==> src/rtl/if_fetch_stage.sv <==
// Instruction-fetch front end: PC, request/ready imem port and IF/ID register.
// Optional feature: define IF_PERF_CNT_EN to add the saturating bubble_cnt output.
module if_fetch_stage #(
    parameter logic [31:0] RESET_PC  = 32'h0000_0000,
    parameter logic [31:0] NOP_INSTR = 32'h0000_0000
) (
    input  logic        clk,
    input  logic        rst,
    input  logic [2:0]  hazard,
    input  logic        branch_taken,
    input  logic        jump,
    input  logic [31:0] branch_address,
    input  logic [31:0] jump_address,
    output logic        imem_req,
    output logic [31:0] imem_addr,
    input  logic        imem_ready,
    input  logic [31:0] imem_rdata,
    output logic [31:0] ifid_instr,
    output logic [31:0] ifid_pc,
    output logic        fetch_stall
`ifdef IF_PERF_CNT_EN
    ,
    output logic [15:0] bubble_cnt
`endif
);

    localparam int unsigned XLEN = 32;

    localparam logic [1:0] ST_FETCH = 2'd0;
    localparam logic [1:0] ST_HOLD  = 2'd1;
    localparam logic [1:0] ST_DROP  = 2'd2;

    logic [1:0]      state, state_n;
    logic [XLEN-1:0] pc, pc_n;
    logic [XLEN-1:0] hold_instr, hold_instr_n;
    logic [XLEN-1:0] redir_pc, redir_pc_n;
    logic [XLEN-1:0] instr_n, ifpc_n;
    logic [XLEN-1:0] pc_plus4;
    logic [XLEN-1:0] target;
    logic            redirect, pc_we, ifid_we, load_nop;

    // select_cancel is consumed elsewhere in the pipeline
    logic unused_hazard;
    assign unused_hazard = hazard[0];

    assign redirect = branch_taken | jump;
    assign target   = jump ? jump_address : branch_address;
    assign pc_we    = hazard[1];
    assign ifid_we  = hazard[2];
    assign pc_plus4 = XLEN'(pc + 32'd4);

    // Request is suppressed during reset so the port is quiet until release
    assign imem_req    = ~rst & (state != ST_HOLD);
    assign imem_addr   = pc;
    assign fetch_stall = imem_req & ~imem_ready;

    always_ff @(posedge clk or posedge rst) begin
        if (rst) begin
            state      <= ST_FETCH;
            pc         <= RESET_PC;
            hold_instr <= '0;
            redir_pc   <= '0;
            ifid_instr <= NOP_INSTR;
            ifid_pc    <= '0;
        end else begin
            state      <= state_n;
            pc         <= pc_n;
            hold_instr <= hold_instr_n;
            redir_pc   <= redir_pc_n;
            ifid_instr <= instr_n;
            ifid_pc    <= ifpc_n;
        end
    end

    // Next-state and register-update decode
    always_comb begin
        state_n      = state;
        pc_n         = pc;
        hold_instr_n = hold_instr;
        redir_pc_n   = redir_pc;
        instr_n      = ifid_instr;
        ifpc_n       = ifid_pc;
        load_nop     = 1'b0;

        case (state)
            ST_FETCH: begin
                if (redirect) begin
                    load_nop = 1'b1;
                    if (imem_ready) begin
                        pc_n = target;
                    end else begin
                        redir_pc_n = target;
                        state_n    = ST_DROP;
                    end
                end else if (imem_ready && pc_we && ifid_we) begin
                    instr_n = imem_rdata;
                    ifpc_n  = pc_plus4;
                    pc_n    = pc_plus4;
                end else if (imem_ready) begin
                    hold_instr_n = imem_rdata;
                    state_n      = ST_HOLD;
                end else if (ifid_we) begin
                    load_nop = 1'b1;
                end
            end
            ST_HOLD: begin
                if (redirect) begin
                    load_nop = 1'b1;
                    pc_n     = target;
                    state_n  = ST_FETCH;
                end else if (pc_we && ifid_we) begin
                    instr_n = hold_instr;
                    ifpc_n  = pc_plus4;
                    pc_n    = pc_plus4;
                    state_n = ST_FETCH;
                end
            end
            ST_DROP: begin
                // Latest redirect target wins; the returning word is discarded
                if (redirect) begin
                    redir_pc_n = target;
                end
                if (redirect || ifid_we) begin
                    load_nop = 1'b1;
                end
                if (imem_ready) begin
                    pc_n    = redirect ? target : redir_pc;
                    state_n = ST_FETCH;
                end
            end
            default: begin
                state_n = ST_FETCH;
            end
        endcase

        if (load_nop) begin
            instr_n = NOP_INSTR;
            ifpc_n  = '0;
        end
    end

`ifdef IF_PERF_CNT_EN
    // Saturating count of NOPs written into IF/ID
    always_ff @(posedge clk or posedge rst) begin
        if (rst) begin
            bubble_cnt <= '0;
        end else if (load_nop && (bubble_cnt != 16'hFFFF)) begin
            bubble_cnt <= bubble_cnt + 16'd1;
        end
    end
`endif

endmodule
==> config.mk <==
export PLATFORM = sky130hd
export DESIGN_NAME = if_fetch_stage
export DESIGN_NICKNAME = d
export VERILOG_FILES = /design/src/rtl/if_fetch_stage.sv
export SDC_FILE = /design/constraint.sdc
export NUM_CORES = 1
export LEC_CHECK = 0
export CORE_ASPECT_RATIO = 0.8
export CORE_MARGIN = 10
export CORE_UTILIZATION = 50
export CTS_CLUSTER_SIZE = 40
export DETAILED_ROUTE_END_ITERATION = 12
export PLACE_DENSITY = 0.8
export SETUP_SLACK_MARGIN = 0.15
export SYNTH_ARGS = -nofsm -noshare
export SYNTH_HDL_FRONTEND = slang
export SYNTH_SLANG_ARGS = --single-unit
==> constraint.sdc <==
create_clock -name clk -period 7.4 [get_ports clk]
set_input_delay 1.48 -clock clk [delete_from_list [all_inputs] [get_ports clk]]
set_output_delay 1.48 -clock clk [all_outputs]
set_load 0.02 [all_outputs]
* Word level (Yosys, flattened, before mapping)
Index checks and enable logic that the tools add are counted.
** Word-level totals
- Input port bits :: 104
- Bits in registers :: 162
- Logic and storage cells :: 80
- Output and inout bits :: 98
** Operators by class
- Bitwise operators :: 7
- Reductions and logical operators :: 13
- Add/sub/neg operators :: 1
- Equal/unequal tests :: 16
- Mux-type cells :: 37
** Operators with widths (count)
- 2-to-1 mux 32 bit :: 18
- case mux 32 bit (2 select lines) :: 3
- case mux 32 bit (3 select lines) :: 1
- adder 32 x 3 -> 32 bit, second input constant :: 1
- != test 3 bit, second input constant :: 10
- AND reduction 5 bit :: 3
- 2-to-1 mux 2 bit :: 7
- 2-to-1 mux 1 bit :: 6
- != test 2 bit, second input constant :: 3
- case mux 2 bit (3 select lines) :: 1
- nonzero test 3 bit :: 2
- inverter 1 bit :: 4
- AND reduction 4 bit :: 1
- logical AND 1 bit :: 3
- case mux 1 bit (3 select lines) :: 1
- AND reduction 3 bit :: 1
- AND 1 bit :: 2
- equality test 2 x 1 -> 1 bit, second input constant :: 1
- equality test 2 bit, second input constant :: 1
- zero test 2 bit :: 1
- != test 2 x 1 -> 1 bit, second input constant :: 1
- nonzero test 2 bit :: 1
- logical OR 1 bit :: 1
- OR 1 bit :: 1

* Longest topological paths before layout
Gate-level depths: netlist (run 1).
- Depth after elaboration :: 7
- Mapped depth :: 8

* Worst setup path after synthesis (run 1)
No wires, ideal clock.
- Path kind :: input port to output port
- Start :: in imem_ready
- End :: out fetch_stall
- Stages on the path :: 1
- Data required time :: 5.920 ns
- Slack :: 3.943 ns
- Arrival time :: 1.977 ns
- Buffers on the path :: 0
- Cells stage by stage :: nor3_1
** On the way
- Longest elaborated chain between the ends :: 2
** Ends and longest elaborated chain
- from (decl) :: RTL line 16 : input logic imem_ready,
- inverter 1 bit :: RTL line 55 : assign fetch_stall = imem_req & ~imem_ready;
- AND 1 bit :: RTL line 55
- to (decl) :: RTL line 20 : output logic fetch_stall
No other way between the ends.

* Final worst setup path (run 1)
Ends and elaborated chain as after synthesis.

==> results of run 1 <==
==> worst reg2reg max path, delay by kind of cell (launching register included) <==
| family | cells | cell delay (ns) |
|---|---|---|
| simple gates | 2 | 0.86 |
| compound gates | 3 | 0.69 |
| flops | 1 | 0.60 |
| buf+inv | 1 | 0.37 |
==> metrics by stage <==
step | hold WS [ns] | instance area (sq um) | setup slack [ns]
3_3_place_gp | 0.456 | 10400 | 3.04
4_1_cts | 0.479 | 11000 | 2.99
5_1_grt | 0.495 | 11000 | 2.90
3_5_place_dp | 0.465 | 10400 | 2.99
2_1_floorplan | 0.442 | 8300 | 1.54
6_report | 0.477 | 11000 | 2.97
==> kinds of logic (layout without fill, tap and decap cells) <==
| family | after synthesis | after routing | synth area share, % |
|---|---|---|---|
| compound gates | 243 | 243 | 20.3 |
| simple gates | 186 | 186 | 11.6 |
| flops | 162 | 162 | 48.8 |
| mux | 96 | 96 | 12.1 |
| buf+inv | 72 | 256 | 4.11 |
| xor+xnor | 28 | 28 | 2.95 |
| fa+ha+maj | 1 | 1 | 0.151 |
| other cells | 0 | 1 | 0 |
==> flip-flops by register name, indices dropped and copies added, names as in the netlist <==
register and count:
hold_instr 32, ifid_instr 32, ifid_pc 32, imem_addr 32
redir_pc 32, state 2
==> final timing paths <==
path                                    startpoint                         to  slack [ns]  depth (start not counted)
setup / recovery                        imem_ready                fetch_stall        2.97                          3
hold / removal             redir_pc[6]$_DFFE_PP0P_    redir_pc[6]$_DFFE_PP0P_        0.48                          2
setup reg to reg              state[1]$_DFFE_PP0P_  imem_addr[30]$_DFFE_PP0P_        4.77                          6
hold reg to reg            redir_pc[6]$_DFFE_PP0P_    redir_pc[6]$_DFFE_PP0P_        0.48                          2
max in group asynchronous                      rst    ifid_pc[21]$_DFFE_PP0P_        4.28                          3
min in group asynchronous                      rst    redir_pc[0]$_DFFE_PP0P_        1.61                          2
==> metal layers <==
metal  global-route usage (%)  vias to the layer above
li1                         -                     3270
met1                     29.7                     3392
met2                     34.6                      251
met3                     6.29                       33
met4                     7.23                        0
met5                        0                        -
==> layout make-up <==
cell class | count | area (sq um) | share of cell area, %
sequential | 162 | 4050 | 36.9
clock buffer | 17 | 425 | 3.87
timing repair buffer | 210 | 2070 | 18.9
tap | 220 | 275 | 2.51
clock inverter | 15 | 166 | 1.52
inverter | 14 | 57.6 | 0.524
multi-input combinational | 554 | 3930 | 35.8
antenna | 1 | 2.50 | 0.0228
==> cells in the final DEF, fill, tap and decap left out, drive strengths merged, types with 10 or more instances in the layout <==
master / count
clkdlybuf4s50: 199
dfrtp: 162
o21ai: 69
nand2: 68
mux2i: 64
o2bb2ai: 45
a21oi: 44
nor2: 40
mux2: 32
inv: 22
nand3: 21
a22o: 20
xnor2: 18
clkbuf: 17
a221oi: 12
nand4: 12
buf: 11
nor3: 11
xor2: 10
==> power by group <==
part / internal (mW) / switching (mW) / leakage (nW)
Clock: 0.454 / 0.423 / 0.284
Combinational: 0.250 / 0.263 / 2.40
Sequential: 0.997 / 0.116 / 2.07
==> impl_metrics.yaml, run 1 <==
die:
  start_util_pct: 50.6
  rows: 42
  die_x_microns: 164
  die_height_microns: 135
  boundaryPins: 202
  core_area_sq_um: 16400
  die_area_sq_um: 22200
clock_network:
  clockRootBuffer: "clkbuf_16"
  cts_buffers: 17
  h-tree-depth: 4
  cts_max_path_buffers: 2
  clock-sinks: 162
  clkTransAtPathRegs_ns: 0.06
  hold_buffers: 0
  cts_setup_buffers: 0
  cts_resized: 0
  cts_tree: "done"
  clk_latency_ns: 0.43
route:
  routed_wl_microns: 24700
  wl_met1_microns: 10600
  dr_wl_met3_microns: 1950
  drt-wirelength-per-cell_microns: 20.7
  postRouteAntennaNets: 0
  firstDrtPassIters: 5
  vias: 6946
  drc: 0
  drt_iter0_drc: 583
  wl_met2_microns: 11600
  viasPerCell: 5.82
  routed.top_layer: "met4"
logic_synthesis:
  ys_seq_area_share_pct: 48.8
  syn_area_sq_um: 8300
  synth_seq_cells: 162
  synth_top_area_share_pct: 48.8
  yosysWarnings: 0
  yosysMostFrequentCell: "dfrtp_1"
  synth-main-ff-cell: "dfrtp_1"
  synth_edf_count: 0
  syn_avg_cell_area_sq_um: 10.5
  synth_cell_types: 64
  syn_nets: 893
  synth_area_leaders: "dfrtp_1 49%, mux2i_1 7.7%, o2bb2ai_1 4.7%"
  async_flop_share_pct: 100
  yosys.area.top_type: "dfrtp_1"
  synth_cells: 788
  synth_common_cells: "162 x dfrtp_1, 68 x nand2_1, 65 x o21ai_0"
timing:
  tightest_slew_ns: 1.13
  finalHoldViolations: 0
  period_minus_slack_ns: 4.43
  relSlewSlack_pct: 24.7
  finalSetupViolations: 0
  rsz0062_at_grt: "no"
  clock_skew_ns: 0.0106
  finalSetupTns_ns: 0
  fin_crit_sh_pct: 59.8
  drv_slew: 0
  max_freq_mhz: 226
layout:
  fin_cells: 1193
  drive_above_1_share_pct: 10.1
  layout.nets: 1064
  post-route-util_pct: 67.0
  area_growth_pct: 32.3
  nFillCells: 1290
outcome:
  status: "complete, no violations"
min_path:
  hp-class: "reg -> reg"
setup_path:
  max_stage_delay_ns: 0.65
  crit_chain: "clkdlybuf4s50_1 > nor3_1 > clkdlybuf4s50_1"
  start_kind: "input pin"
  critical_path_required_ns: 5.92
  cp_num_buf_inv: 2
  cpMostUsedCell: "clkdlybuf4s50_1"
  worstPathArrival_ns: 2.95
  crit_fanout: 8
  path_delay_family: "buffers and inverters"
  crit_type: "in -> out"
  critPathCaptureType: "output pin"
  slowest_stage: "clkdlybuf4s50_1"
placed_design:
  place_hpwl_microns: 17600
  io_buffers: 200
  place_congestion: 0.924
  dp_cells: 1160
grt:
  grt_usage_pct: 22.4
  grt_max_degree: 85
  grt_overflow_total: 0
  grt_pass1_vias: 6986
  antenna_found_initial: 0
  grt_pass1_wl_microns: 39100
power:
  leakagePower_nw: 4.75
  p_per_area_nw_per_um2: 228
  fin_total_pwr_mw: 2.50
  ir_drop_v: 0.000178
run:
  maxCapViolCount: 0
(Power assumes the default switching activity.)
==> run 2, diff against run 1 <==
==> constraint.sdc (replaced) <==
create_clock -name clk -period 4.2 [get_ports clk]
set_input_delay 0.84 -clock clk [delete_from_list [all_inputs] [get_ports clk]]
set_output_delay 0.84 -clock clk [all_outputs]
set_load 0.02 [all_outputs]
==> run 2 against run 1 <==
  * Critical path depth stayed put
  * Worst hold slack got worse by 0.0020 ns
  * Flip-flop and latch count did not move
  * Final area up 0.51%
  * First-iteration DRC count shrank 9.9%
  * Worst setup slack lost 1.9 ns
  * Via count is 1.5% higher
  * Largest power group unchanged
==> impl_metrics.yaml, run 2 (synthesis gave the netlist of run 1 again) <==
clock_network:
  clockRootBuffer: "clkbuf_16"
  cts_resized: 0
  clock-sinks: 162
  clk_latency_ns: 0.43
  cts_max_path_buffers: 2
  hold_buffers: 0
  cts_setup_buffers: 0
  clkTransAtPathRegs_ns: 0.06
  cts_tree: "done"
  cts_buffers: 17
  h-tree-depth: 4
route:
  drt-wirelength-per-cell_microns: 20.7
  wl_met2_microns: 11800
  dr_wl_met3_microns: 2070
  drc: 0
  routed.top_layer: "met4"
  firstDrtPassIters: 5
  drt_iter0_drc: 525
  routed_wl_microns: 24700
  vias: 7052
  postRouteAntennaNets: 0
  viasPerCell: 5.89
  wl_met1_microns: 10400
timing:
  drv_slew: 0
  finalHoldViolations: 0
  holdWs_ns: 0.475
  max_freq_mhz: 321
  relSlewSlack_pct: 25.5
  fin_crit_sh_pct: 74.3
  finalSetupViolations: 0
  tightest_slew_ns: 1.12
  finalSetupTns_ns: 0
  rsz0062_at_grt: "no"
  clock_skew_ns: 0.00973
  period_minus_slack_ns: 3.12
setup_path:
  start_kind: "input pin"
  cpMostUsedCell: "clkdlybuf4s50_1"
  rr_startpoint: "imem_addr[2]$_DFFE_PP0P_"
  reg2reg_to: "imem_addr[14]$_DFFE_PP0P_"
  crit_chain: "clkdlybuf4s50_1 > nor3_1 > clkdlybuf4s50_1"
  startpoint: "imem_ready"
  max_stage_delay_ns: 0.64
  reg2reg_slack_ns: 1.79
  slowest_stage: "clkdlybuf4s50_1"
  worstRegToRegCells: 6
  crit_type: "in -> out"
  crit_end: "fetch_stall"
  critical_path_required_ns: 3.36
  critPathCaptureType: "output pin"
  crit_fanout: 8
  worstPathArrival_ns: 2.28
min_path:
  hp-class: "reg -> reg"
  min_from: "redir_pc[23]$_DFFE_PP0P_"
die:
  die_height_microns: 135
  boundaryPins: 202
  rows: 42
  die_area_sq_um: 22200
  core_area_sq_um: 16400
  start_util_pct: 50.6
  die_x_microns: 164
layout:
  post-route-util_pct: 67.3
  layout.nets: 1068
  layout_commonest_cell: "clkdlybuf4s50_1"
  area_growth_pct: 33.0
  layout_common_cells: "199 x clkdlybuf4s50_1, 162 x dfrtp_1, 68 x nand2_1, 65 x o21ai_0, 64 x mux2i_1"
  drive_above_1_share_pct: 10.5
placed_design:
  place_hpwl_microns: 17400
  place_congestion: 0.900
  io_buffers: 200
grt:
  grt_max_degree: 163
  grt_overflow_total: 0
  grt_pass1_wl_microns: 38200
  grt_pass1_vias: 6678
  grt_usage_pct: 22.0
  antenna_found_initial: 1
run:
  maxCapViolCount: 0
power:
  leakagePower_nw: 4.78
  p_per_area_nw_per_um2: 404
  ir_drop_v: 0.000387
outcome:
  status: "complete, no violations"
==> run 2: changes by cell type in the layout (fill, tap and decap cells not counted), sizes merged <==
cell and change:
clkinv -3, clkinvlp +2, inv -1, buf +4, bufinv +2
==> run 2: power by group <==
group | switching, mW | internal (mW) | total [mW] | leakage [nW]
combinational | 0.468 | 0.446 | 0.914 | 2.42
sequential | 0.205 | 1.76 | 1.96 | 2.07
clock | 0.689 | 0.892 | 1.58 | 0.284
==> run 2: cell type report <==
cell class                      instances  area, sq um
Fill cell                            1280         5360
Antenna cell                            1         2.50
Timing Repair Buffer                  214         2130
Clock inverter                         15          169
Sequential cell                       162         4050
Clock buffer                           17          425
Inverter                               14         56.3
Tap cell                              220          275
Multi-Input combinational cell        554         3930
==> run 2: through the flow <==
stage,area (sq um),setup WS (ns),power [mW],instances
floorplan,8310,1.30,2.48,788
global placement,10400,1.01,2.86,1164
detailed placement,10400,0.994,2.90,1164
CTS,11000,1.09,4.47,1196
global route,11000,1.05,4.65,1197
finish,11000,1.08,4.46,1197
==> run 2: how the worst min path moves through the flow <==
stage | cells after the start | slack, ns | end
finish | 2 | 0.48 | redir_pc[23]$_DFFE_PP0P_
global route | 1 | 0.50 | imem_addr[17]$_DFFE_PP0P_
CTS | 2 | 0.48 | redir_pc[23]$_DFFE_PP0P_
detailed placement | 2 | 0.47 | redir_pc[23]$_DFFE_PP0P_
global placement | 2 | 0.46 | redir_pc[22]$_DFFE_PP0P_
floorplan | 2 | 0.44 | redir_pc[0]$_DFFE_PP0P_
==> run 2: layer usage <==
metal  up-vias  track usage (%)
met5         -                0
met4         0             6.89
met3        26             5.89
met2       280             34.0
met1      3461             29.4
li1       3285                -
==> run 2: critical path: cells and delay by family <==
family        cells  cell delay, ns
buf+inv           2            1.19
simple gates      1            0.25
==> run 3, diff against run 2 <==
--- a/config.mk
+++ b/config.mk
@@ -7,10 +7,10 @@
 export LEC_CHECK = 0
 export CORE_ASPECT_RATIO = 0.8
 export CORE_MARGIN = 10
-export CORE_UTILIZATION = 50
+export CORE_UTILIZATION = 45
 export CTS_CLUSTER_SIZE = 40
 export DETAILED_ROUTE_END_ITERATION = 12
-export PLACE_DENSITY = 0.8
+export PLACE_DENSITY = 0.76
 export SETUP_SLACK_MARGIN = 0.15
 export SYNTH_ARGS = -nofsm -noshare
 export SYNTH_HDL_FRONTEND = slang
==> constraint.sdc (replaced) <==
create_clock -name clk -period 2.6 [get_ports clk]
set_input_delay 0.52 -clock clk [delete_from_list [all_inputs] [get_ports clk]]
set_output_delay 0.52 -clock clk [all_outputs]
set_load 0.02 [all_outputs]
==> run 3 against run 2 <==
  * Wire length is 5.4% higher
  * Clock-buffer cell count stayed put
  * Register-to-register slack worse by 1.4 ns
  * Via count is 1.2% higher
  * Cell count is 2.8% higher
  * Clock skew is 0.0029 ns higher
  * Non-clock buffer count is 25 higher
  * Power is 64% higher
  * Global-route usage is 0.67 points lower
  * Critical endpoint unchanged
==> impl_metrics.yaml, run 3 (synthesis gave the netlist of run 1 again) <==
layout:
  nFillCells: 1415
  layout_common_cells: "197 x clkdlybuf4s50_1, 161 x dfrtp_1, 68 x nand2_1, 65 x o21ai_0, 64 x mux2i_1"
  layout_commonest_cell: "clkdlybuf4s50_1"
  diodes: 0
  fin_cells: 1231
  area_growth_pct: 37.0
  drive_above_1_share_pct: 12.8
  layout.nets: 1093
  post-route-util_pct: 62.8
power:
  ir_drop_v: 0.000407
  p_per_area_nw_per_um2: 641
  fin_total_pwr_mw: 7.29
  leakagePower_nw: 4.96
grt:
  grt_usage_pct: 21.3
  grt_pass1_vias: 7121
  grt_max_degree: 94
  grt_overflow_total: 0
  antenna_found_initial: 0
  grt_pass1_wl_microns: 40700
setup_path:
  rr_startpoint: "imem_addr[3]$_DFFE_PP0P_"
  worstRegToRegCells: 6
  critPathCaptureType: "output pin"
  crit_fanout: 14
  worstPathArrival_ns: 1.76
  crit_end: "fetch_stall"
  critical_path_required_ns: 2.08
  crit_type: "reg -> out"
  reg2reg_slack_ns: 0.37
  reg2reg_to: "imem_addr[14]$_DFFE_PP0P_"
  startpoint: "state[1]$_DFFE_PP0P_"
  start_kind: "register"
clock_network:
  hold_buffers: 0
  clock-sinks: 162
  clkTransAtPathRegs_ns: 0.08
  cts_buffers: 17
  clk_latency_ns: 0.44
  cts_max_path_buffers: 2
  cts_tree: "done"
  clockRootBuffer: "clkbuf_16"
  h-tree-depth: 4
placed_design:
  dp_cells: 1199
  place_congestion: 0.879
  io_buffers: 200
  place_hpwl_microns: 18900
outcome:
  status: "complete, no violations"
die:
  die_x_microns: 172
  start_util_pct: 45.8
  rows: 44
  die_area_sq_um: 24300
  boundaryPins: 202
  die_height_microns: 141
  core_area_sq_um: 18100
route:
  vias: 7136
  drt-wirelength-per-cell_microns: 21.2
  firstDrtPassIters: 5
  postRouteAntennaNets: 0
  drt_iter0_drc: 661
  routed_wl_microns: 26100
  drc: 0
  viasPerCell: 5.80
min_path:
  hp-class: "in -> async"
run:
  maxCapViolCount: 0
timing:
  tightest_slew_ns: 0.958
  period_minus_slack_ns: 2.28
  fin_crit_sh_pct: 87.7
  holdWs_ns: 0.413
  rsz0062_at_grt: "no"
  finalHoldViolations: 0
  finalSetupTns_ns: 0
  finalSetupViolations: 0
  clock_skew_ns: 0.0126
  relSlewSlack_pct: 36.0
  max_freq_mhz: 438
  drv_slew: 0
run 3: cell types whose count changed in the layout (fill, tap and decap cells not counted), moves of 2 or more:
cell | previous run | this run
dlygate4sd2_1 | 0 | 2
clkinv_8 | 0 | 5
inv_8 | 1 | 3
clkinvlp_4 | 4 | 2
inv_6 | 7 | 3
clkdlybuf4s50_1 | 199 | 197
buf_12 | 2 | 12
buf_4 | 12 | 28
bufinv_16 | 2 | 0
run 3: timing repair:
item,in CTS,in global routing
setup buffers,0,0
resized for setup,3,0
endpoints found under the setup margin,2,0
run 3: worst max-delay path: stages (launching register included):
cell,delay (ns)
dfrtp_2,0.49
and2b_2,0.31
nor3_1,0.16
dlygate4sd2_1,0.37
run 3: stage by stage:
stage	area [sq um]	worst slack, ns
6_report	11400	0.319
5_1_grt	11400	0.213
4_1_cts	11400	0.307
3_5_place_dp	10800	0.0426
2_1_floorplan	8310	0.0232
3_3_place_gp	10800	0.0856
run 3: metal layers:
metal  wire, microns  track usage (%)
met4             504             6.25
met1           11200             27.6
met3            2120             6.54
met5               0                0
met2           12200             33.5
run 3: cell type report:
cell class	count	area, sq um	share of cell area [%]
clock buffers	17	425	3.74
clock inverters	15	183	1.61
multi-input cells	554	3930	34.5
inverters	14	56.3	0.495
repair buffers	239	2440	21.4
flip-flops and latches	162	4060	35.6
well taps	230	288	2.53
run 3: how the worst min path moves through the flow:
stage / startpoint / end / depth (start not counted)
global route: rst / redir_pc[0]$_DFFE_PP0P_ / 2
finish: rst / redir_pc[21]$_DFFE_PP0P_ / 2
CTS: rst / redir_pc[0]$_DFFE_PP0P_ / 2
global placement: redir_pc[6]$_DFFE_PP0P_ / redir_pc[6]$_DFFE_PP0P_ / 2
floorplan: redir_pc[0]$_DFFE_PP0P_ / redir_pc[0]$_DFFE_PP0P_ / 2
detailed placement: ifid_pc[16]$_DFFE_PP0P_ / ifid_pc[16]$_DFFE_PP0P_ / 1
run 3: power by group:
part | internal [mW] | total (mW) | switching, mW | leakage (nW)
Clock | 1.31 | 2.57 | 1.26 | 0.291
Sequential | 2.84 | 3.16 | 0.322 | 2.07
Combinational | 0.774 | 1.57 | 0.794 | 2.59
Total | 4.92 | 7.29 | 2.37 | 4.96
